===== src/rtl/float_fir_pkg.sv =====
// Shared constants and state encoding for the float FIR tap feeder.
package float_fir_pkg;

  localparam int          TAPS_DEFAULT = 8;
  localparam logic [31:0] FLOAT_ZERO   = 32'h0000_0000;
  localparam logic [31:0] FLOAT_ONE    = 32'h3F80_0000;

  typedef enum logic {
    IDLE  = 1'b0,
    ISSUE = 1'b1
  } feed_state_e;

endpackage


===== src/rtl/float_fir_coef_ram.sv =====
// TAPS x 32 coefficient register file.
// Writes are synchronous and range-checked; reads are asynchronous.
module float_fir_coef_ram
  import float_fir_pkg::*;
#(
  parameter  int TAPS  = TAPS_DEFAULT,
  localparam int IDX_W = $clog2(TAPS)
) (
  input  logic             clk,
  input  logic             rst,
  input  logic             we,
  input  logic [IDX_W-1:0] wr_addr,
  input  logic [31:0]      wr_data,
  input  logic [IDX_W-1:0] rd_addr,
  output logic [31:0]      rd_data
);

  logic [31:0] mem [TAPS];
  logic        addr_ok;

  // When TAPS is not a power of two, the index field can encode unused slots.
  assign addr_ok = {{(32-IDX_W){1'b0}}, wr_addr} < 32'(TAPS);

  always_ff @(posedge clk) begin
    if (rst) begin
      for (int i = 0; i < TAPS; i++) mem[i] <= FLOAT_ZERO;
    end else if (we && addr_ok) begin
      mem[wr_addr] <= wr_data;
    end
  end

  assign rd_data = mem[rd_addr];

endmodule


===== src/rtl/float_fir_tap_feeder.sv =====
// Delay line plus issue FSM; streams (sample, coefficient) pairs to the multiplier.
// Every output is a flop, so operands for the next tap are looked up one cycle early.
module float_fir_tap_feeder
  import float_fir_pkg::*;
#(
  parameter  int TAPS  = TAPS_DEFAULT,
  localparam int IDX_W = $clog2(TAPS)
) (
  input  logic             i_CLK,
  input  logic             i_RST,
  input  logic [31:0]      i_X,
  input  logic             i_X_STB,
  output logic             o_X_ACK,
  input  logic             i_COEF_WE,
  input  logic [IDX_W-1:0] i_COEF_ADDR,
  input  logic [31:0]      i_COEF_DATA,
  output logic [31:0]      o_A,
  output logic [31:0]      o_B,
  output logic             o_AB_STB,
  input  logic             i_AB_ACK,
  output logic [IDX_W-1:0] o_TAP,
  output logic             o_LAST,
  output logic             o_BUSY
);

  localparam logic [IDX_W-1:0] LAST_IDX = IDX_W'(TAPS - 1);

  feed_state_e      state, state_nxt;
  logic [IDX_W-1:0] k, k_nxt;
  logic [31:0]      x [TAPS];
  logic [31:0]      coef_rd, coef_tap0;
  logic             last_tap, accept, advance;

  assign last_tap = (k == LAST_IDX);
  assign accept   = (state == IDLE) && i_X_STB;
  assign advance  = (state == ISSUE) && i_AB_ACK && !last_tap;

  // Writes are only honoured in IDLE so o_B cannot change under a pending strobe.
  float_fir_coef_ram #(.TAPS(TAPS)) u_coef (
    .clk     (i_CLK),
    .rst     (i_RST),
    .we      (i_COEF_WE && (state == IDLE)),
    .wr_addr (i_COEF_ADDR),
    .wr_data (i_COEF_DATA),
    .rd_addr (k_nxt),
    .rd_data (coef_rd)
  );

  // A tap-0 write landing on the accept edge must be seen by this very sample.
  assign coef_tap0 = (i_COEF_WE && (i_COEF_ADDR == '0)) ? i_COEF_DATA : coef_rd;

  always_comb begin
    state_nxt = state;
    k_nxt     = k;
    case (state)
      IDLE: begin
        if (i_X_STB) begin
          state_nxt = ISSUE;
          k_nxt     = '0;
        end
      end
      ISSUE: begin
        if (i_AB_ACK) begin
          if (last_tap) state_nxt = IDLE;
          else          k_nxt     = k + IDX_W'(1);
        end
      end
      default: state_nxt = IDLE;
    endcase
  end

  always_ff @(posedge i_CLK) begin
    if (i_RST) begin
      state    <= IDLE;
      k        <= '0;
      o_X_ACK  <= 1'b1;
      o_AB_STB <= 1'b0;
      o_BUSY   <= 1'b0;
      o_A      <= FLOAT_ZERO;
      o_B      <= FLOAT_ZERO;
      o_TAP    <= '0;
      o_LAST   <= 1'b0;
      for (int i = 0; i < TAPS; i++) x[i] <= FLOAT_ZERO;
    end else begin
      state    <= state_nxt;
      k        <= k_nxt;
      o_X_ACK  <= (state_nxt == IDLE);
      o_AB_STB <= (state_nxt == ISSUE);
      o_BUSY   <= (state_nxt == ISSUE);
      if (accept) begin
        for (int i = TAPS - 1; i > 0; i--) x[i] <= x[i-1];
        x[0]   <= i_X;
        o_A    <= i_X;
        o_B    <= coef_tap0;
        o_TAP  <= '0;
        o_LAST <= 1'b0;
      end else if (advance) begin
        o_A    <= x[k_nxt];
        o_B    <= coef_rd;
        o_TAP  <= k_nxt;
        o_LAST <= (k_nxt == LAST_IDX);
      end
    end
  end

endmodule

===== config.mk =====
export PLATFORM = sky130hd
export DESIGN_NAME = float_fir_tap_feeder
export DESIGN_NICKNAME = d
export VERILOG_FILES = /design/src/rtl/float_fir_pkg.sv /design/src/rtl/float_fir_coef_ram.sv /design/src/rtl/float_fir_tap_feeder.sv
export SDC_FILE = /design/constraint.sdc
export NUM_CORES = 1
export LEC_CHECK = 0
export CORE_MARGIN = 1.5
export CORE_UTILIZATION = 64
export CTS_BUF_LIST = sky130_fd_sc_hd__clkbuf_8 sky130_fd_sc_hd__clkbuf_16
export CTS_CLUSTER_DIAMETER = 80
export DETAILED_ROUTE_END_ITERATION = 6
export DONT_BUFFER_PORTS = 1
export PLACE_DENSITY = 0.82
export SYNTH_ARGS = -nofsm -noshare
export SYNTH_HDL_FRONTEND = slang
export SYNTH_SLANG_ARGS = --single-unit

===== constraint.sdc =====
create_clock -name i_CLK -period 11.57 [get_ports i_CLK]
set_input_delay 3.471 -clock i_CLK [delete_from_list [all_inputs] [get_ports i_CLK]]
set_output_delay 3.471 -clock i_CLK [all_outputs]
set_load 0.05 [all_outputs]

==> flow_metrics.env <==
export IMPL_status="finished clean"
export IMPL_drv_cap=0
export IMPL_switchingPower_mw=1.31
export IMPL_placed_area_um2=29900
export IMPL_netlist_area_leader_share=0.517
export IMPL_syn_inst=2695
export IMPL_holdCritPathClass="register to register"
export IMPL_clock_latency_ns=0.64
export IMPL_hold_violations=0
export IMPL_antenna_found_initial=0
export IMPL_root_buffer="clkbuf_16"
export IMPL_clkPwrFrac=0.380
export IMPL_setup_violations=0
export IMPL_syn_avg_cell_area_um2=11.0
export IMPL_finalCritPeriodShare=0.564
export IMPL_drive_gt1_frac=0.0942
export IMPL_ys_flop_type="edfxtp_1"
export IMPL_first_iter_violations=3488
export IMPL_synth_edf_count=512
export IMPL_syn2layout_area_growth_pct=6.96
export IMPL_totalWireLength_um=82400
export IMPL_comb_power_share=0.089
export IMPL_ir_drop_v=0.000153
export IMPL_start_util=0.652
export IMPL_final_cell_mix="edfxtp_1, and2_1, and3_1"
export IMPL_floorplan_rows=78
export IMPL_placedCellCount=3067
export IMPL_startpoint_type="primary input"
export IMPL_cts_buffers=59
export IMPL_place_detailed_hpwl_um=44600
export IMPL_hold_path_depth=1
export IMPL_hold_buffers=0
export IMPL_avgViaCountPerCell=7.30
export IMPL_cts_tree="done"
export IMPL_fin_worst_skew_ns=0.0233
export IMPL_synthArstFlopShare=0
export IMPL_fp_dieW_um=219
export IMPL_syn_num_nets=2768
export IMPL_leakage_nw=12.1
export IMPL_grt_ovfl_total=0
export IMPL_nNetsFinal=2601
export IMPL_critPathArrivalTime_ns=7.11
export IMPL_diodes=0
export IMPL_worstMarginPinSlew_ns=1.23
export IMPL_grt_pass1_vias=22700
export IMPL_cts_resized_gates=0
export IMPL_r2r_setup_slack_ns=6.49
export IMPL_clockBufferDepth=3
export IMPL_vias=23200
export IMPL_grt_setup_unrepaired="false"
export IMPL_ys_ff_latch=585
export IMPL_pin_count=143
export IMPL_cellPowerDensity_nw_per_um2=155
export IMPL_slew_viol_final=0
export IMPL_grt_use_total=0.340
export IMPL_crit_path_max_fanout=57
export IMPL_reg2reg_depth=9
export IMPL_endpoint_kind="register"
export IMPL_cts_max_level=2
export IMPL_dieArea_um2=47800
export IMPL_mostFrequentLayoutCell="edfxtp_1"
export IMPL_ys_types=74
export IMPL_synth_warnings=0
export IMPL_io_buffers=0
export IMPL_clkSinkCount=585
export IMPL_grt_start_max_net_pins=193
export IMPL_synth_top_area_cell="edfxtp_1"
export IMPL_routabilityCongestion=0.826
export IMPL_clk_pin_slew_ns=0.06
export IMPL_yosysSeqAreaShare=0.566
export IMPL_fin_area_um2=31800
export IMPL_syn_area_um2=29800
export IMPL_p_int_mw=3.63
export IMPL_final_cells=3179
export IMPL_sw_frac_of_total=0.266
export IMPL_synthTopCellsByArea="edfxtp_1, and2_1, and3_1"
export IMPL_period_needed_ns=6.52
export IMPL_core_area_um2=45700
export IMPL_path_class="primary input to register"
export IMPL_drcViolationCount=0
export IMPL_tns_ns=0
export IMPL_maxSlewHeadroom=0.178
export IMPL_fmax_ghz=0.153
export IMPL_die_h_um=219
export IMPL_cts_post_setup_buffers_inserted=0
export IMPL_ant_nets=0
export IMPL_cp_required_ns=12.15
export IMPL_grt_pass1_wl_um=127000
export IMPL_routedWlPerCell_um=25.9
export IMPL_first_pass_iters=6
export IMPL_power_frac_seq=0.531
==> power groups by stage <==
stage / Sequential, mW / Clock (mW) / Combinational (mW)
2_1_floorplan: 2.63 / 0 / 0.325
3_3_place_gp: 2.65 / 0 / 0.409
3_5_place_dp: 2.66 / 0 / 0.427
4_1_cts: 2.62 / 1.88 / 0.430
5_1_grt: 2.63 / 1.96 / 0.473
6_report: 2.62 / 1.88 / 0.439
==> layer usage <==
metal / wire length, um / track usage / up-vias
met5: 0 / 0 / -
met4: 3880 / 0.174 / 0
met3: 9330 / 0.0810 / 322
met2: 39600 / 0.552 / 1541
met1: 29600 / 0.426 / 11300
li1: - / - / 10100
==> state kept, by name (all words and copies together), names as in the netlist <==
register and flops:
o_TAP 3, o_A 32, x 256, o_X_ACK 1, u_coef.mem 256, k 3, o_LAST 1, state 1
o_B 32
==> logic make-up (layout without fill, tap and decap cells) <==
group                    Yosys count  count (layout)  share of synthesized area
XOR/XNOR                           1               1                   0.000294
adder cells (fa/ha/maj)            1               1                   0.000420
AO/OA/AOI/OAI                    607             607                      0.152
multiplexers                     111             111                     0.0381
flip-flops                       585             585                      0.566
AND/OR/NAND/NOR                 1108            1108                      0.203
buffers and inverters            282             166                     0.0408
==> layout make-up <==
| class | count | area (um^2) |
|---|---|---|
| flip-flops and latches | 585 | 16800 |
| fillers | 3194 | 13800 |
| multi-input cells | 1828 | 11900 |
| clock buffers | 70 | 1630 |
| well taps | 600 | 751 |
| repair buffers | 44 | 343 |
| clock inverters | 42 | 280 |
| inverters | 10 | 42.5 |
==> final timing paths <==
path / startpoint / to
hold reg to reg: x[2][19]$_SDFFCE_PN0P_ / x[3][19]$_SDFFCE_PN0P_
setup reg to reg: k[0]$_SDFF_PP0_ / o_A[14]$_SDFFE_PP0P_
setup / recovery: i_X_STB / o_B[0]$_SDFFE_PP0P_
hold / removal: x[2][19]$_SDFFCE_PN0P_ / x[3][19]$_SDFFCE_PN0P_
==> critical path: stages <==
cell      delay, ns
nor2b_4        0.88
buf_4          0.51
a21oi_4        0.16
buf_4          0.35
nor3_2         0.84
nand2_1        0.38
a211oi_1       0.31
a211o_1        0.14
==> through the flow <==
step | utilization | hold slack [ns] | setup slack, ns | power, mW
5_1_grt | 0.697 | 0.600 | 4.91 | 5.06
6_report | 0.697 | 0.586 | 5.05 | 4.94
4_1_cts | 0.697 | 0.583 | 5.22 | 4.93
3_3_place_gp | 0.655 | 0.558 | 4.70 | 3.06
2_1_floorplan | - | 0.545 | 1.47 | 2.96
3_5_place_dp | 0.655 | 0.567 | 4.58 | 3.08
==> Yosys cell counts, drive strengths merged, types with 21 or more instances <==
library cell and number:
edfxtp 512, and2 264, and3 262, clkbuf 172
nand3 161, nand2 158, nor2 113, o221ai 107
o21ai 105, buf 100, mux2i 93, nor3 87
a21oi 83, dfxtp 73, a211oi 40, a31oi 33
o22ai 32, a211o 22, a31o 21, nand4 21
o221a 21
(Power assumes the default switching activity.)
